===== src/rtl/perf_monitor.sv =====
// Cycle/instruction performance monitor with watchdog, placed after the core's retire stage.
// Optional stall counter enabled by defining PERF_STALL_COUNT_EN.
module perf_monitor #(
  parameter int unsigned WIDTH      = 32,
  parameter int unsigned MAX_CYCLES = 1000000000
) (
  input  logic             CLOCK_50,
  input  logic             rst,
  input  logic             start,
  input  logic             instr_retire,
  input  logic             halt,
  input  logic             stall,
  input  logic             clear,
  output logic             busy,
  output logic             done,
  output logic             timeout,
  output logic [WIDTH-1:0] clock_count,
  output logic [WIDTH-1:0] instr_count,
  output logic [WIDTH-1:0] stall_count
);

  localparam logic [WIDTH-1:0] MaxCount = WIDTH'(MAX_CYCLES);
  localparam logic [WIDTH-1:0] One      = WIDTH'(1);

  typedef enum logic [1:0] {StIdle, StRun, StDone, StTimeout} state_e;

  state_e           state_q, state_d;
  logic [WIDTH-1:0] clock_q, clock_d;
  logic [WIDTH-1:0] instr_q, instr_d;
  logic [WIDTH-1:0] retire_inc;

  assign retire_inc = {{(WIDTH-1){1'b0}}, instr_retire};

  always_comb begin
    state_d = state_q;
    clock_d = clock_q;
    instr_d = instr_q;
    if (clear) begin
      state_d = StIdle;
      clock_d = '0;
      instr_d = '0;
    end else begin
      case (state_q)
        StIdle: begin
          if (start) begin
            // The start cycle is counted as cycle 1.
            clock_d = One;
            instr_d = retire_inc;
            state_d = (MaxCount == One) ? StTimeout : StRun;
          end
        end
        StRun: begin
          clock_d = clock_q + One;
          instr_d = instr_q + retire_inc;
          // Halt takes priority over the watchdog in the same cycle.
          if (halt) begin
            state_d = StDone;
          end else if (clock_d == MaxCount) begin
            state_d = StTimeout;
          end
        end
        default: ;
      endcase
    end
  end

  always_ff @(posedge CLOCK_50) begin
    if (rst) begin
      state_q <= StIdle;
      clock_q <= '0;
      instr_q <= '0;
    end else begin
      state_q <= state_d;
      clock_q <= clock_d;
      instr_q <= instr_d;
    end
  end

  assign busy        = (state_q == StRun);
  assign done        = (state_q == StDone);
  assign timeout     = (state_q == StTimeout);
  assign clock_count = clock_q;
  assign instr_count = instr_q;

`ifdef PERF_STALL_COUNT_EN
  logic [WIDTH-1:0] stall_q, stall_d;
  logic [WIDTH-1:0] stall_inc;

  assign stall_inc = {{(WIDTH-1){1'b0}}, stall};

  always_comb begin
    stall_d = stall_q;
    if (clear) begin
      stall_d = '0;
    end else if (state_q == StIdle && start) begin
      stall_d = stall_inc;
    end else if (state_q == StRun) begin
      stall_d = stall_q + stall_inc;
    end
  end

  always_ff @(posedge CLOCK_50) begin
    if (rst) begin
      stall_q <= '0;
    end else begin
      stall_q <= stall_d;
    end
  end

  assign stall_count = stall_q;
`else
  logic unused_stall;
  assign unused_stall = stall;
  assign stall_count  = '0;
`endif

endmodule


===== config.mk =====
export PLATFORM = sky130hd
export DESIGN_NAME = perf_monitor
export DESIGN_NICKNAME = d
export VERILOG_FILES = /design/src/rtl/perf_monitor.sv
export SDC_FILE = /design/constraint.sdc
export NUM_CORES = 1
export LEC_CHECK = 0
export CORE_MARGIN = 3
export CORE_UTILIZATION = 45
export DETAILED_ROUTE_END_ITERATION = 6
export HOLD_SLACK_MARGIN = 0.15
export PLACE_DENSITY = 0.8
export REMOVE_ABC_BUFFERS = 1
export SYNTH_ARGS = -nofsm -noshare
export SYNTH_HDL_FRONTEND = slang
export SYNTH_SLANG_ARGS = --single-unit

===== constraint.sdc =====
create_clock -name CLOCK_50 -period 2.7 [get_ports CLOCK_50]
set_input_delay 0.54 -clock CLOCK_50 [delete_from_list [all_inputs] [get_ports CLOCK_50]]
set_output_delay 0.54 -clock CLOCK_50 [all_outputs]
set_load 0.01 [all_outputs]

# Word level (Yosys, flattened, before mapping)

Index checks and enable logic that the tools add are counted.

Order comparisons: 0
Div/mod/pow operators: 0
Mux-type cells: 8
Bitwise logic cells: 0
Add/subtract/negate cells: 2
Multiply operators: 0
Eq/ne operators: 6
Reduce and logical (&&, ||, !) cells: 5
Shifts and indexed selects: 0

Operators with widths:

| operator                | number |
|---|---|
| $pmux W32 S2            | 2 |
| $mux W32                | 2 |
| $add A32 B1 Y32         | 1 |
| $add A32 B1 Y32 const B | 1 |
| $eq A32 B30 Y1 const B  | 1 |
| $mux W2                 | 3 |
| $eq A2 B2 Y1 const B    | 2 |
| $pmux W2 S2             | 1 |
| $ne A3 B2 Y1 const B    | 1 |
| $reduce_and A3 Y1       | 1 |
| $eq A2 B1 Y1 const B    | 1 |
| $logic_not A2 Y1        | 1 |
| $ne A2 B2 Y1 const B    | 1 |
| $reduce_and A2 Y1       | 1 |
| $reduce_bool A2 Y1      | 1 |
| $reduce_or A2 Y1        | 1 |

Bits in read-only memories: 0
Latch bits: 0
Output and inout bits: 99
Register bits: 66
Memories kept: 0
Word-level logic and storage cells: 24
Memory bits (writable): 0

# Logic depth before layout (Yosys ltp)

Depth after elaboration: 5
Depth in mapped cells: 10
Mapped depth without buffers: 9

# Least setup slack after synthesis

Ideal clock, no wire load.

Kind: reg-to-reg
Start point: register clock_q[0] (netlist: clock_count[0])
End point: register state_q[1]
Library setup time: 87 ps
Setup slack: 33 ps
Stages on the path, launching flop included: 9
Data arrival time: 2580 ps
Period minus slack after synthesis: 2667 ps
Path buffers: 0
Cells stage by stage: dfxtp_1 > ha_1 > nand3_1 > or4_1 > nor3_1 > xnor2_1 > nand3_1 > or3_1 > o31ai_1

Cells in the longest elaborated chain, start to end: 4

RTL lines:

| what                               | RTL line | RTL |
|---|---|---|
| start, declared                    | 28       | `logic [WIDTH-1:0] clock_q, clock_d;` |
| start signal, assigned             | 74       | `clock_q <= clock_d;` |
| $add A32 B1 Y32                    | 53       | `clock_d = clock_q + One;` |
| $eq A32 B30 Y1                     | 58       | `end else if (clock_d == MaxCount) begin` |
| $ne A3 B2 Y1 (no source line)      | --       |  |
| $reduce_and A3 Y1 (no source line) | --       |  |
| end signal, assigned               | 69       | `state_q <= StIdle;` |
| end signal, assigned               | 73       | `state_q <= state_d;` |
| end, declared                      | 27       | `state_e state_q, state_d;` |

No other way between the ends.
A chain may end at the register's enable or synchronous reset.

# Worst setup path after layout

Start point: input port instr_retire
End point: register instr_q[26] (netlist: instr_count[26])

Cells in the longest elaborated chain, start to end: 2

RTL lines:

| what                 | RTL line | RTL |
|---|---|---|
| start, declared      | 10       | `input logic instr_retire,` |
| $add A32 B1 Y32      | 54       | `instr_d = instr_q + retire_inc;` |
| $pmux W32 S2         | 43       | `case (state_q)` |
| end signal, assigned | 75       | `instr_q <= instr_d;` |
| end, declared        | 29       | `logic [WIDTH-1:0] instr_q, instr_d;` |

No other way between the ends.

==> impl_metrics.tcl <==
set metrics [dict create \
    synth_async_sr_flop_share_pct 0 \
    setup_ws_ns 0.108 \
    min_period_over_period_pct 96.0 \
    avgRoutedWirePerCell_um 15.8 \
    gr-total-overflow 0 \
    dp_hpwl_mm 8.05 \
    rr_endpoint "state_q[1]" \
    nets 637 \
    synth_top_cell_area_share_pct 31.7 \
    via_per_inst 5.94 \
    power_mw 2.17 \
    cts_max_path_buffers 2 \
    cp_max_fo 4 \
    yosys.area.top_type "dfxtp_1" \
    ys_ff_latch 66 \
    vdd_drop_max_uv 263 \
    synthTopCellsByArea "dfxtp_1 (32%), buf_4 (5.9%), a21oi_1 (5.9%)" \
    ys_seq_area_share_pct 31.7 \
    grt_max_degree 64 \
    ios 106 \
    cts-htree-levels 3 \
    critPathCaptureType "flip-flop" \
    slowest_stage "clkdlybuf4s50_1" \
    cp_data_arrival_time_ns 2.88 \
    die_h_um 102 \
    drtPass1Iterations 5 \
    ys.flop_type "dfxtp_1" \
    synth_cells 543 \
    grt_pass1_wl_mm 18.6 \
    crit_chain "clkdlybuf4s50_1, ha_1, ha_1, nand4b_1, or3_4, nor4_4, and3_4, nand4_1, mux2_1, nor2_2" \
    wirelength_mm 11.7 \
    seq_area_um2 1320 \
    drv_slew 0 \
    critPathLaunch "instr_retire" \
    tritoncts "built" \
    crit_top_cell "ha_1" \
    finClkSkew_ns 0.00397 \
    multi_input_comb_area_um2 2560 \
    startpoint_type "input pin" \
    start_util_pct 47.2 \
    power.density_nw_per_um2 410 \
    outcome "finished, final reports clean" \
    fillers 794 \
    netlist_area_um2 4170 \
    cts_sinks 66 \
    worstPathRequired_ns 2.99 \
    rows 34 \
    met2_wirelength_mm 5.64 \
    insertedDiodeCount 0 \
    p_leak_nw 1.87 \
    drive_gt1_share_pct 13.3 \
    relSlewSlack_pct 54.2 \
    reg2reg_from "clock_count[10]" \
    worst-path-buf-inv 1 \
    clk_latency_ns 0.35 \
    reg2reg_slack_ns 0.16 \
    whs_ns 0.482 \
    rsz0062_at_grt "yes" \
    crit_type "in2reg" \
    synth-edff-count 0 \
    setup_tns_ns 0 \
    drt_iter0_drc 306 \
    coreArea_um2 8850 \
    place.gp.congestion 0.916 \
    grt_pass1_vias 3908 \
    mostFrequentLayoutCells "clkdlybuf4s50_1 (72), dfxtp_1 (66), nor2_1 (64)" \
    dp_slack_ns -0.367 \
    postRouteAntennaNets 0 \
    timing.fmax_mhz 386 \
    grt_usage_pct 21.9 \
    path_delay_family "simple AND/OR/NAND/NOR gates" \
    cp-endpoint "instr_count[26]" \
    die-area_um2 10500 \
    io_buffers 72 \
    syn_to_final_growth_pct 26.8 \
    setup_violations 0 \
    cts-root-buf "clkbuf_8" \
    die_w_um 102 \
    drc 0 \
    final_common_cell "clkdlybuf4s50_1" \
    antenna_found_initial 0 \
    cp.depth 10 \
    met1_length_mm 5.08 \
    synth_area_per_cell_um2 7.69 \
    hold_path_class "reg2reg" \
    cap_violations 0 \
    top_layer_used "met4" \
    netlist-cell-type-count 58 \
    tightest_slew_ns 0.687 \
    ys_warn_count 0 \
    wl_met3_um 808 \
    critPathMaxStageDelay_ns 0.48 \
    cts_inserted_buffers 9 \
    fin_crit_ns 2.59 \
    hold_viol 0 \
    clk_pin_slew_ns 0.08 \
    reg2reg_depth 7 \
    vias 4390 \
]
## final cells by class
| type | count | area share [%] |
|---|---|---|
| Sequential cell | 66 | 25.0 |
| Inverter | 8 | 0.567 |
| Clock inverter | 7 | 2.36 |
| Clock buffer | 9 | 2.34 |
| Timing Repair Buffer | 109 | 18.9 |
| Tap cell | 108 | 2.55 |
| Multi-Input combinational cell | 432 | 48.3 |
## sequential cells by signal, summed over array words and instances, names as in the netlist
signal	count
clock_count	32
instr_count	32
state_q	2
## cell families (layout without fill, tap and decap cells)
| group | Yosys count | after routing | share of synthesized area, % |
|---|---|---|---|
| adder cells (fa/ha/maj) | 4 | 4 | 1.20 |
| AO/OA/AOI/OAI | 128 | 128 | 18.2 |
| other | 1 | 32 | 0.0898 |
| AND/OR/NAND/NOR | 243 | 243 | 32.5 |
| XOR/XNOR | 13 | 13 | 2.73 |
| multiplexers | 12 | 12 | 3.33 |
| buffers and inverters | 76 | 133 | 10.3 |
| flip-flops | 66 | 66 | 31.7 |
## cells in the mapped netlist (3+ instances only)
cell      number
o21a_1         4
and4_1        12
or2_2          3
nor4_4         3
a21oi_1       49
clkbuf_1      25
nand4b_1       4
nand2_1       48
o21ai_0       36
and3_1        10
ha_1           4
nor3_1        13
mux2_1         4
buf_2          9
nand3b_1       5
buf_4         33
xor2_1         6
nor4_1         7
nand4_1       14
nor2_1        65
mux2_2         7
inv_1          8
xnor2_1        7
a31oi_1        9
or3_1          8
nand3_1       29
a311oi_1       7
dfxtp_1       66
a211oi_1       3
o211ai_1       5
## how the worst min path moves through the flow
stage | start | to | slack [ns] | cells after the start
4_1_cts | instr_count[31] | instr_count[31] | 0.48 | 1
6_report | instr_count[31] | instr_count[31] | 0.48 | 1
5_1_grt | instr_count[31] | instr_count[31] | 0.51 | 1
3_5_place_dp | instr_count[31] | instr_count[31] | 0.47 | 1
3_3_place_gp | instr_count[31] | instr_count[31] | 0.46 | 1
2_1_floorplan | instr_count[31] | instr_count[31] | 0.51 | 2
## routing by layer
metal	GRT usage, %	up-vias
li1	-	2068
met1	28.1	2089
met2	36.4	214
met3	3.48	19
met4	8.98	0
met5	0	-
## power breakdown
part	total [mW]	switching, mW	internal, mW
clock	1.06	0.436	0.623
sequential	0.978	0.00290	0.975
combinational	0.132	0.0992	0.0330
## repair_timing
item                                    in CTS  in global routing
gates resized for setup                      2                  3
buffers inserted                             0                  0
hold buffers                                 0                  0
pin swaps                                    0                  2
endpoints found under the setup margin       1                  5
## worst reg2reg max path, cell delays in order (launching register included)
cell     delay [ns]
dfxtp_1        0.48
nand4_1        0.21
or4_1          0.59
nor3_2         0.28
xnor2_1        0.16
nand3_1        0.10
or3_1          0.38
o31ai_1        0.26
## through the flow
stage               utilization, %  cell area, um2  cells
floorplan                        -            3890    506
global placement              56.8            5030    723
detailed placement            56.8            5030    723
CTS                           59.7            5280    739
global route                  59.8            5290    739
finish                        59.8            5290    739
(Power assumes the default switching activity.)
